--- config.mk ---
export PLATFORM = sky130hd
export DESIGN_NAME = show_state
export DESIGN_NICKNAME = d
export VERILOG_FILES = /design/src/rtl/show_state.sv
export SDC_FILE = /design/constraint.sdc
export NUM_CORES = 1
export LEC_CHECK = 0
export CORE_AREA = 2 2 57 59
export CTS_BUF_LIST = sky130_fd_sc_hd__clkbuf_16
export DETAILED_ROUTE_END_ITERATION = 6
export DIE_AREA = 0 0 59 61
export GPL_ROUTABILITY_DRIVEN = 0
export PLACE_DENSITY_LB_ADDON = 0.05
export SETUP_SLACK_MARGIN = 0.4
export SYNTH_ARGS = -nofsm -noshare
export SYNTH_HDL_FRONTEND = slang
export SYNTH_SLANG_ARGS = --single-unit
--- constraint.sdc ---
create_clock -name clk -period 5.35 [get_ports clk]
set_clock_uncertainty 0.05 [all_clocks]
set_input_delay 0.535 -clock clk [delete_from_list [all_inputs] [get_ports clk]]
set_output_delay 0.535 -clock clk [all_outputs]
set_load 0.02 [all_outputs]
--- src/rtl/show_state.sv ---
// Simon Says playback: reads entries 0..last from sequence memory and flashes each colour LED.
// Each entry takes 2+ON_CYCLES+OFF_CYCLES enabled cycles; en_SHOW low freezes every register.
module show_state #(
    parameter int ON_CYCLES  = 8,
    parameter int OFF_CYCLES = 4,
    parameter int CNT_W      = 8
) (
    input  logic       clk,
    input  logic       rst_SHOW,
    input  logic       en_SHOW,
    input  logic [2:0] round_len,
    input  logic [7:0] MEM_OUT,
    output logic       MEM_READ,
    output logic [1:0] MEM_READ_VAL,
    output logic [3:0] LED,
    output logic       complete_SHOW
);

    typedef enum logic [2:0] {
        S_IDLE, S_READ, S_WAIT, S_ON, S_OFF, S_DONE
    } state_t;

    localparam logic [CNT_W-1:0] ON_LOAD  = CNT_W'(ON_CYCLES - 1);
    localparam logic [CNT_W-1:0] OFF_LOAD = CNT_W'(OFF_CYCLES - 1);

    state_t           state, state_nxt;
    logic [1:0]       idx, idx_nxt;
    logic [1:0]       last, last_nxt;
    logic [CNT_W-1:0] cnt, cnt_nxt;
    logic [1:0]       last_clamped;
    logic             mem_read_nxt;
    logic [1:0]       addr_nxt;
    logic [3:0]       led_nxt;
    logic             complete_nxt;

    // round_len 0 still shows one entry; anything above 4 saturates at the memory depth.
    always_comb begin
        case (round_len)
            3'd0, 3'd1: last_clamped = 2'd0;
            3'd2:       last_clamped = 2'd1;
            3'd3:       last_clamped = 2'd2;
            default:    last_clamped = 2'd3;
        endcase
    end

    always_ff @(posedge clk or posedge rst_SHOW) begin
        if (rst_SHOW) begin
            state         <= S_IDLE;
            idx           <= 2'd0;
            last          <= 2'd0;
            cnt           <= '0;
            MEM_READ      <= 1'b0;
            MEM_READ_VAL  <= 2'd0;
            LED           <= 4'd0;
            complete_SHOW <= 1'b0;
        end else if (en_SHOW) begin
            state         <= state_nxt;
            idx           <= idx_nxt;
            last          <= last_nxt;
            cnt           <= cnt_nxt;
            MEM_READ      <= mem_read_nxt;
            MEM_READ_VAL  <= addr_nxt;
            LED           <= led_nxt;
            complete_SHOW <= complete_nxt;
        end
    end

    always_comb begin
        state_nxt = state;
        idx_nxt   = idx;
        last_nxt  = last;
        cnt_nxt   = cnt;
        case (state)
            S_IDLE: begin
                state_nxt = S_READ;
                last_nxt  = last_clamped;
                idx_nxt   = 2'd0;
            end
            S_READ: state_nxt = S_WAIT;
            S_WAIT: begin
                cnt_nxt   = ON_LOAD;
                state_nxt = S_ON;
            end
            S_ON: begin
                if (cnt == '0) begin
                    cnt_nxt   = OFF_LOAD;
                    state_nxt = S_OFF;
                end else begin
                    cnt_nxt = cnt - CNT_W'(1);
                end
            end
            S_OFF: begin
                if (cnt != '0) begin
                    cnt_nxt = cnt - CNT_W'(1);
                end else if (idx == last) begin
                    state_nxt = S_DONE;
                end else begin
                    idx_nxt   = idx + 2'd1;
                    state_nxt = S_READ;
                end
            end
            default: state_nxt = S_DONE;
        endcase
    end

    // Outputs are registered: these are the values loaded on the next enabled edge.
    always_comb begin
        mem_read_nxt = 1'b0;
        addr_nxt     = MEM_READ_VAL;
        led_nxt      = LED;
        complete_nxt = complete_SHOW;
        case (state)
            S_IDLE: begin
                mem_read_nxt = 1'b1;
                addr_nxt     = 2'd0;
                led_nxt      = 4'd0;
            end
            S_READ: led_nxt = 4'd0;
            S_WAIT: led_nxt = 4'b0001 << MEM_OUT[1:0];
            S_ON: begin
                if (cnt == '0)
                    led_nxt = 4'd0;
            end
            S_OFF: begin
                led_nxt = 4'd0;
                if (cnt == '0) begin
                    if (idx == last) begin
                        complete_nxt = 1'b1;
                    end else begin
                        mem_read_nxt = 1'b1;
                        addr_nxt     = idx + 2'd1;
                    end
                end
            end
            default: begin
                led_nxt      = 4'd0;
                complete_nxt = 1'b1;
            end
        endcase
    end

endmodule

==> metrics.log, run 1 <==
INFO  metric clk_pin_slew_worst_paths = 0.06 ns
INFO  metric crit_arrival = 2.58 ns
INFO  metric yosysSeqAreaShare = 45.2%
INFO  metric synth.cell_area = 1270 sq um
INFO  metric worstPathBufferInverterCount = 2
INFO  metric fp.coreArea = 2950 sq um
INFO  metric die-area = 3600 sq um
INFO  metric rows = 20
INFO  metric crit_slowest_cell = sky130_fd_sc_hd__clkdlybuf4s50_1
INFO  metric clockPowerShare = 28.8%
INFO  metric syn_to_final_growth = 17.2%
INFO  metric area.sequential = 576 sq um
INFO  metric internal_power_contribution = 0.372 mW
INFO  metric postPlaceCellArea = 1410 sq um
INFO  metric die_height = 61 microns
INFO  metric finalSetupTns = 0 ns
INFO  metric vdd.ir_drop.worst = 0.185 mV
INFO  metric clk_path_buf_depth = 2
INFO  metric globalRouteTotalUtil = 16.5%
INFO  metric critical_path_class = in -> reg
INFO  metric detail_route.first_pass.iterations = 4
INFO  metric grt_setup_unrepaired = no
INFO  metric final_antenna_violating_net_count = 0
INFO  metric ys.flop_type = sky130_fd_sc_hd__dfrtp_1
INFO  metric synth_cell_types = 41
INFO  metric pleak = 0.621 nW
INFO  metric clock_sinks = 23
INFO  metric via_count = 1040
INFO  metric status = completed
INFO  metric combinationalPowerShare = 25.4%
INFO  metric timing_worst_slew_pin_value = 0.878 ns
INFO  metric largest_net_degree_at_the_start_of_global_routing = 24
INFO  metric post-route-drc-count = 0
INFO  metric worst-endpoint-required = 5.48 ns
INFO  metric total_power = 0.542 mW
INFO  metric setup_violations = 0
INFO  metric post_cts.repair.setup_buffers = 0
INFO  metric grt_pass1_vias = 1001
INFO  metric fp.dieW = 59 microns
INFO  metric clock-root-buffer = sky130_fd_sc_hd__clkbuf_16
INFO  metric syn-mean-instance-area = 9.43 sq um
INFO  metric crit_fanout = 15
INFO  metric viasPerCell = 5.81
INFO  metric post-dp-hpwl = 1840 microns
INFO  metric tritoncts = done
INFO  metric drt_iter0_markers = 24
INFO  metric htree_num_levels = 1
INFO  metric globalRoute.totalOverflow = 0
INFO  metric post_route_cells_drive_above_1_share = 8.90%
INFO  metric postSynthRegisterBits = 23
INFO  metric timing.slew.headroom = 41.4%
INFO  metric power.sequential.fraction = 45.8%
INFO  metric numPortBuffers = 15
INFO  metric max_cap_viol_count = 0
INFO  metric cts_hold_repair.buffers = 0
INFO  metric end_kind = flip-flop
INFO  metric diode_insertion_count_for_antenna_repair = 0
INFO  metric antenna_violations_before_repair = 0
INFO  metric postLayoutCellArea = 1490 sq um
INFO  metric cp_cell_sequence = clkdlybuf4s50_1 > nor3b_1 > a21boi_0 > buf_4 > or4_2 > a21oi_1
INFO  metric final_net_count = 162
INFO  metric finalHoldViolCount = 0
INFO  metric initial_core_util = 43.1%
INFO  metric min-delay-path-class = reg -> reg
INFO  metric layout_setup_ws = 2.89 ns
INFO  metric share_of_flip_flops_with_an_asynchronous_set_or_reset = 100%
INFO  metric multi_input_combinational_cell_area = 593 sq um
INFO  metric yosys_warnings = 0
INFO  metric switching_part_of_the_total_power = 31.3%
INFO  metric wl = 2600 microns
INFO  metric synth_edf_count = 0
INFO  metric insertion_delay = 0.25 ns
INFO  metric min_period = 2.46 ns
INFO  metric grt_first_pass_wirelength = 4420 microns
INFO  metric hold-worst-slack = 0.421 ns
INFO  metric dpl_worst_slack = 2.60 ns
INFO  metric synthesis.instances = 135
INFO  metric fmaxAchievable = 0.407 GHz
INFO  metric layout_worst_path_cycle_share = 45.9%
INFO  metric ios = 22
INFO  metric crit_path_start_kind = input pin
INFO  metric report.final.slew_viol_count = 0
INFO  metric wl_per_cell = 14.5 microns
INFO  metric critical_path.top_delay_family = simple AND/OR/NAND/NOR gates
INFO  metric delay_contributed_by_the_slowest_stage_of_the_critical_path = 0.64 ns
INFO  metric post_cts_resized = 0
INFO  metric netSwitchingPower = 0.170 mW
INFO  metric synth_nets = 150
INFO  metric fillCellCount = 303
INFO  metric cts_buffers = 3
INFO  metric power_per_cell_area = 363 nW/um^2
## final timing paths
path | startpoint | depth (start not counted) | slack (ns) | end
min in group asynchronous | rst_SHOW | 2 | 0.72 | cnt[5]$_DFFE_PP0P_
max reg2reg | cnt[3]$_DFFE_PP0P_ | 4 | 3.14 | state[2]$_DFFE_PP0P_
max | en_SHOW | 6 | 2.89 | cnt[3]$_DFFE_PP0P_
min | MEM_READ$_DFFE_PP0P_ | 1 | 0.42 | MEM_READ$_DFFE_PP0P_
min reg2reg | MEM_READ$_DFFE_PP0P_ | 1 | 0.42 | MEM_READ$_DFFE_PP0P_
max in group asynchronous | rst_SHOW | 2 | 3.99 | MEM_READ_VAL[0]$_DFFE_PP0P_
## flip-flops by register name (all words and copies together), names as in the netlist
register       count
state              3
complete_SHOW      1
MEM_READ_VAL       2
cnt                8
last               2
idx                2
LED                4
MEM_READ           1
## cells by family (layout without fill, tap and decap cells)
family	Yosys count	after routing	share of synthesized area (%)
adder cells (fa/ha/maj)	1	1	0.983
XOR/XNOR	3	3	2.07
flip-flops	23	23	45.2
AND/OR/NAND/NOR	44	44	20.0
buffers and inverters	20	31	8.16
AO/OA/AOI/OAI	44	44	23.6
## power groups by stage
stage               Combinational [mW]  Clock [mW]  Sequential, mW
finish                           0.138       0.156           0.248
global route                     0.157       0.168           0.255
CTS                              0.139       0.160           0.248
detailed placement               0.139           0           0.250
global placement                 0.133           0           0.247
floorplan                        0.114           0           0.240
## cell usage in the layout, fill, tap and decap left out, types with 2 or more instances in the layout
master                            synthesis  layout
sky130_fd_sc_hd__a21oi_1                 13      13
sky130_fd_sc_hd__xnor2_1                  3       3
sky130_fd_sc_hd__or4_1                    3       3
sky130_fd_sc_hd__a22o_1                   2       2
sky130_fd_sc_hd__nor4_1                   2       2
sky130_fd_sc_hd__inv_1                   10      11
sky130_fd_sc_hd__nor3b_1                  2       2
sky130_fd_sc_hd__nand2b_1                 2       2
sky130_fd_sc_hd__or3_1                    3       3
sky130_fd_sc_hd__a211oi_1                 3       3
sky130_fd_sc_hd__buf_4                    0       2
sky130_fd_sc_hd__a32o_1                   2       2
sky130_fd_sc_hd__nand3_1                  7       7
sky130_fd_sc_hd__clkdlybuf4s50_1          0      15
sky130_fd_sc_hd__o21ai_0                  5       5
sky130_fd_sc_hd__nor2_1                   8       8
sky130_fd_sc_hd__or4_2                    3       3
sky130_fd_sc_hd__clkbuf_16                0       3
sky130_fd_sc_hd__o31ai_1                  6       6
sky130_fd_sc_hd__a21boi_0                 2       2
sky130_fd_sc_hd__nand2_1                  7       7
sky130_fd_sc_hd__nor3_1                   2       2
sky130_fd_sc_hd__dfrtp_1                 23      23
## worst reg2reg max path: stages, from the launching register on
cell and delay (ns):
sky130_fd_sc_hd__dfrtp_1 0.44, sky130_fd_sc_hd__or4_1 0.66, sky130_fd_sc_hd__a2111o_1 0.44, sky130_fd_sc_hd__o31a_1 0.28, sky130_fd_sc_hd__a211o_1 0.23
## routing by layer
metal	wire length (microns)	global-route usage (%)	part of all wire (%)
met3	59	2.56	2.3
met5	0	0	0
met2	1280	28.4	49
met1	1220	20.7	47
met4	40	6.82	1.5
## layout make-up
cell class              instances  area share [%]
flip-flops and latches         23            38.6
clock buffers                   3            5.03
repair buffers                 17            11.1
inverters                      10            2.52
multi-input cells              92            39.8
clock inverters                 1           0.252
well taps                      33            2.77
## synthesized netlist by cell type (all sizes together), types with 2 or more instances
library cell / n / area (sq um)
nor3b: 2 / 15.0
o31ai: 6 / 45.0
nor2: 8 / 30.0
inv: 10 / 37.5
a32o: 2 / 20.0
a211oi: 3 / 22.5
clkbuf: 8 / 50.1
nand2: 7 / 26.3
nand2b: 2 / 12.5
nor3: 2 / 10.0
xnor2: 3 / 26.3
dfrtp: 23 / 576
nand3: 7 / 35.0
o21ai: 6 / 30.0
a21boi: 2 / 15.0
a21oi: 13 / 65.1
nor4: 2 / 12.5
or4: 7 / 60.1
buf: 2 / 16.3
a22o: 2 / 17.5
or3: 4 / 26.3
## through the flow
step,util [%],instances
finish,50.5,179
global route,50.5,179
CTS,50.5,179
detailed placement,47.8,175
global placement,47.8,175
floorplan,-,135
(Power assumes the default switching activity.)
==> run 2, diff against run 1 <==
Clock period 5.35 ns to 2.5 ns, I/O delays scaled along.
==> metrics.log, run 2 (synthesized netlist as in run 1, its figures left out) <==
INFO  metric rows = 20 (unchanged)
INFO  metric grt_pass1_vias = 1034 (+3.3%)
INFO  metric min-delay-path-class = in -> async
INFO  metric setup_violations = 0 (unchanged)
INFO  metric antenna_violations_before_repair = 0 (unchanged)
INFO  metric crit_fanout = 5 (-10)
INFO  metric timing.slew.headroom = 67.4% (+26 points)
INFO  metric number_of_placed_cells_counting_well_taps = 179 (+2.3%)
INFO  metric finalHoldViolCount = 0 (unchanged)
INFO  metric worst-endpoint-required = 2.59 ns (-2.89 ns)
INFO  metric power.sequential.fraction = 41.0% (-4.8 points)
INFO  metric fp.dieW = 59 microns (unchanged)
INFO  metric registers.top_by_ff_count = cnt
INFO  metric timing_worst_slew_pin_value = 0.489 ns (-0.390 ns)
INFO  metric critical_path_class = reg -> reg
INFO  metric fp.coreArea = 2950 sq um (unchanged)
INFO  metric largest_net_degree_at_the_start_of_global_routing = 24 (unchanged)
INFO  metric vdd.ir_drop.worst = 0.411 mV (+120%)
INFO  metric initial_core_util = 43.1% (unchanged)
INFO  metric worst-r2r-cell-count = 4 (unchanged)
INFO  metric clock_sinks = 23 (unchanged)
INFO  metric numPortBuffers = 15 (unchanged)
INFO  metric end_kind = flip-flop
INFO  metric diode_insertion_count_for_antenna_repair = 0 (unchanged)
INFO  metric cts_buffers = 3 (unchanged)
INFO  metric finalSetupTns = 0 ns (unchanged)
INFO  metric insertion_delay = 0.25 ns (about the same)
INFO  metric layout_worst_path_cycle_share = 81.2%
INFO  metric drt_iter0_markers = 41 (+71%)
INFO  metric pleak = 0.665 nW (+7.1%)
INFO  metric netSwitchingPower = 0.394 mW (+130%)
INFO  metric worstPathBufferInverterCount = 0 (-2)
INFO  metric globalRouteTotalUtil = 16.2% (-0.33 points)
INFO  metric post-dp-hpwl = 1880 microns (+2.2%)
INFO  metric switching_part_of_the_total_power = 30.9% (-0.35 points)
INFO  metric delay_contributed_by_the_slowest_stage_of_the_critical_path = 0.54 ns (-0.10 ns)
INFO  metric final_net_count = 170 (+4.9%)
INFO  metric fmaxAchievable = 0.493 GHz
INFO  metric crit_slowest_cell = sky130_fd_sc_hd__or4_4
INFO  metric critical_path.top_delay_family = compound AO/OA/AOI/OAI gates
INFO  metric tritoncts = done
INFO  metric layout.cells.most_common_list = 21 x sky130_fd_sc_hd__dfrtp_1, 15 x sky130_fd_sc_hd__clkdlybuf4s50_1, 12 x sky130_fd_sc_hd__a21oi_1
INFO  metric r2r-end = state[2]$_DFFE_PP0P_
INFO  metric post-route-drc-count = 0 (unchanged)
INFO  metric crit_arrival = 2.12 ns (-0.46 ns)
INFO  metric cts_hold_repair.buffers = 0 (unchanged)
INFO  metric cp_cell_sequence = or4_4 > a2111o_1 > o31a_1 > a211o_1
INFO  metric clock-root-buffer = sky130_fd_sc_hd__clkbuf_16
INFO  metric ios = 22 (unchanged)
INFO  metric finalNonFillerCells = 187 (+4.5%)
INFO  metric viasPerCell = 5.79 (-0.41%)
INFO  metric min_period = 2.03 ns
INFO  metric combinationalPowerShare = 32.9% (+7.5 points)
INFO  metric power_per_cell_area = 799 nW/um^2 (+120%)
INFO  metric report.final.slew_viol_count = 0 (unchanged)
INFO  metric htree_num_levels = 1 (unchanged)
INFO  metric syn_to_final_growth = 25.4%
INFO  metric globalRoute.totalOverflow = 0 (unchanged)
INFO  metric grt_setup_unrepaired = no
INFO  metric clk_pin_slew_worst_paths = 0.06 ns (about the same)
INFO  metric rrSetupSlack = 0.47 ns (-2.67 ns)
INFO  metric total_power = 1.27 mW (+140%)
INFO  metric wl = 2690 microns (+3.5%)
INFO  metric status = completed
INFO  metric final_antenna_violating_net_count = 0 (unchanged)
INFO  metric post_route_cells_drive_above_1_share = 20.1% (+11 points)
INFO  metric layout.cells.most_common = sky130_fd_sc_hd__dfrtp_1
INFO  metric wl_per_cell = 14.4 microns (-0.89%)
INFO  metric internal_power_contribution = 0.880 mW (+140%)
INFO  metric detail_route.first_pass.iterations = 4 (unchanged)
INFO  metric clockPowerShare = 26.1% (-2.7 points)
INFO  metric die-area = 3600 sq um (unchanged)
INFO  metric grt_first_pass_wirelength = 4440 microns (+0.32%)
INFO  metric crit_path_start_kind = flip-flop
INFO  metric die_height = 61 microns (unchanged)
INFO  metric largest_register_ff_count = 8 (unchanged)
INFO  metric reg2reg_from = cnt[4]$_DFFE_PP0P_
INFO  metric reg_top3 = cnt: 8 flops, LED: 4 flops, state: 3 flops
INFO  metric clk_path_buf_depth = 2 (unchanged)
INFO  metric via_count = 1082 (+4.0%)
INFO  metric max_cap_viol_count = 0 (unchanged)
==> run 2: cell count changes in the layout (fill, tap and decap cells not counted), sizes merged <==
cell  before  now
buf        2   10
==> run 2: tightest hold or removal path: stages <==
cell and delay (ns):
sky130_fd_sc_hd__clkdlybuf4s50_1 0.39, sky130_fd_sc_hd__inv_1 0.05, sky130_fd_sc_hd__buf_4 0.28
==> run 2: layout make-up <==
| cell class | count | area, sq um |
|---|---|---|
| Clock inverter | 1 | 3.75 |
| Fill cell | 286 | 1360 |
| Timing Repair Buffer | 25 | 225 |
| Inverter | 10 | 37.5 |
| Multi-Input combinational cell | 92 | 634 |
| Sequential cell | 23 | 578 |
| Clock buffer | 3 | 75.1 |
| Tap cell | 33 | 41.3 |
==> run 2: layer usage <==
metal	GRT usage [%]	wire length (microns)	part of all wire, %
met1	20.2	1280	48
met2	28.7	1350	50
met3	2.56	40	1.5
met4	4.87	21	0.78
met5	0	0	0
==> run 2: how the worst max path moves through the flow <==
stage / from / end / slack, ns / depth (start not counted)
final: cnt[4]$_DFFE_PP0P_ / state[2]$_DFFE_PP0P_ / 0.47 / 4
after global routing: cnt[4]$_DFFE_PP0P_ / state[2]$_DFFE_PP0P_ / 0.41 / 4
after CTS: cnt[4]$_DFFE_PP0P_ / state[2]$_DFFE_PP0P_ / 0.39 / 4
after detailed placement: en_SHOW / cnt[3]$_DFFE_PP0P_ / 0.16 / 6
after global placement: en_SHOW / cnt[3]$_DFFE_PP0P_ / 0.19 / 6
after floorplan: cnt[3]$_DFFE_PP0P_ / state[2]$_DFFE_PP0P_ / 0.45 / 5
==> run 2: power by group through the flow <==
stage	logic, mW	clock network, mW	registers, mW
floorplan	0.244	0	0.515
global placement	0.286	0	0.528
detailed placement	0.294	0	0.534
CTS	0.386	0.345	0.517
global route	0.467	0.360	0.532
finish	0.419	0.333	0.522
==> run 2: metrics by stage <==
stage | hold WS, ns | setup WS, ns | area (sq um) | utilization (%)
final | 0.286 | 0.470 | 1600 | 54.0
after global routing | 0.357 | 0.412 | 1600 | 54.0
after CTS | 0.302 | 0.389 | 1550 | 52.5
after detailed placement | 0.417 | 0.164 | 1440 | 48.9
after global placement | 0.409 | 0.188 | 1440 | 48.9
after floorplan | 0.202 | 0.454 | 1270 | -
==> run 2: repair_timing <==
action                     4_1_cts  5_1_grt
setup endpoints to repair        9       13
setup buffers                    3        1
pin swaps                        2        1
cloned                           0        0
resized for setup                3        9
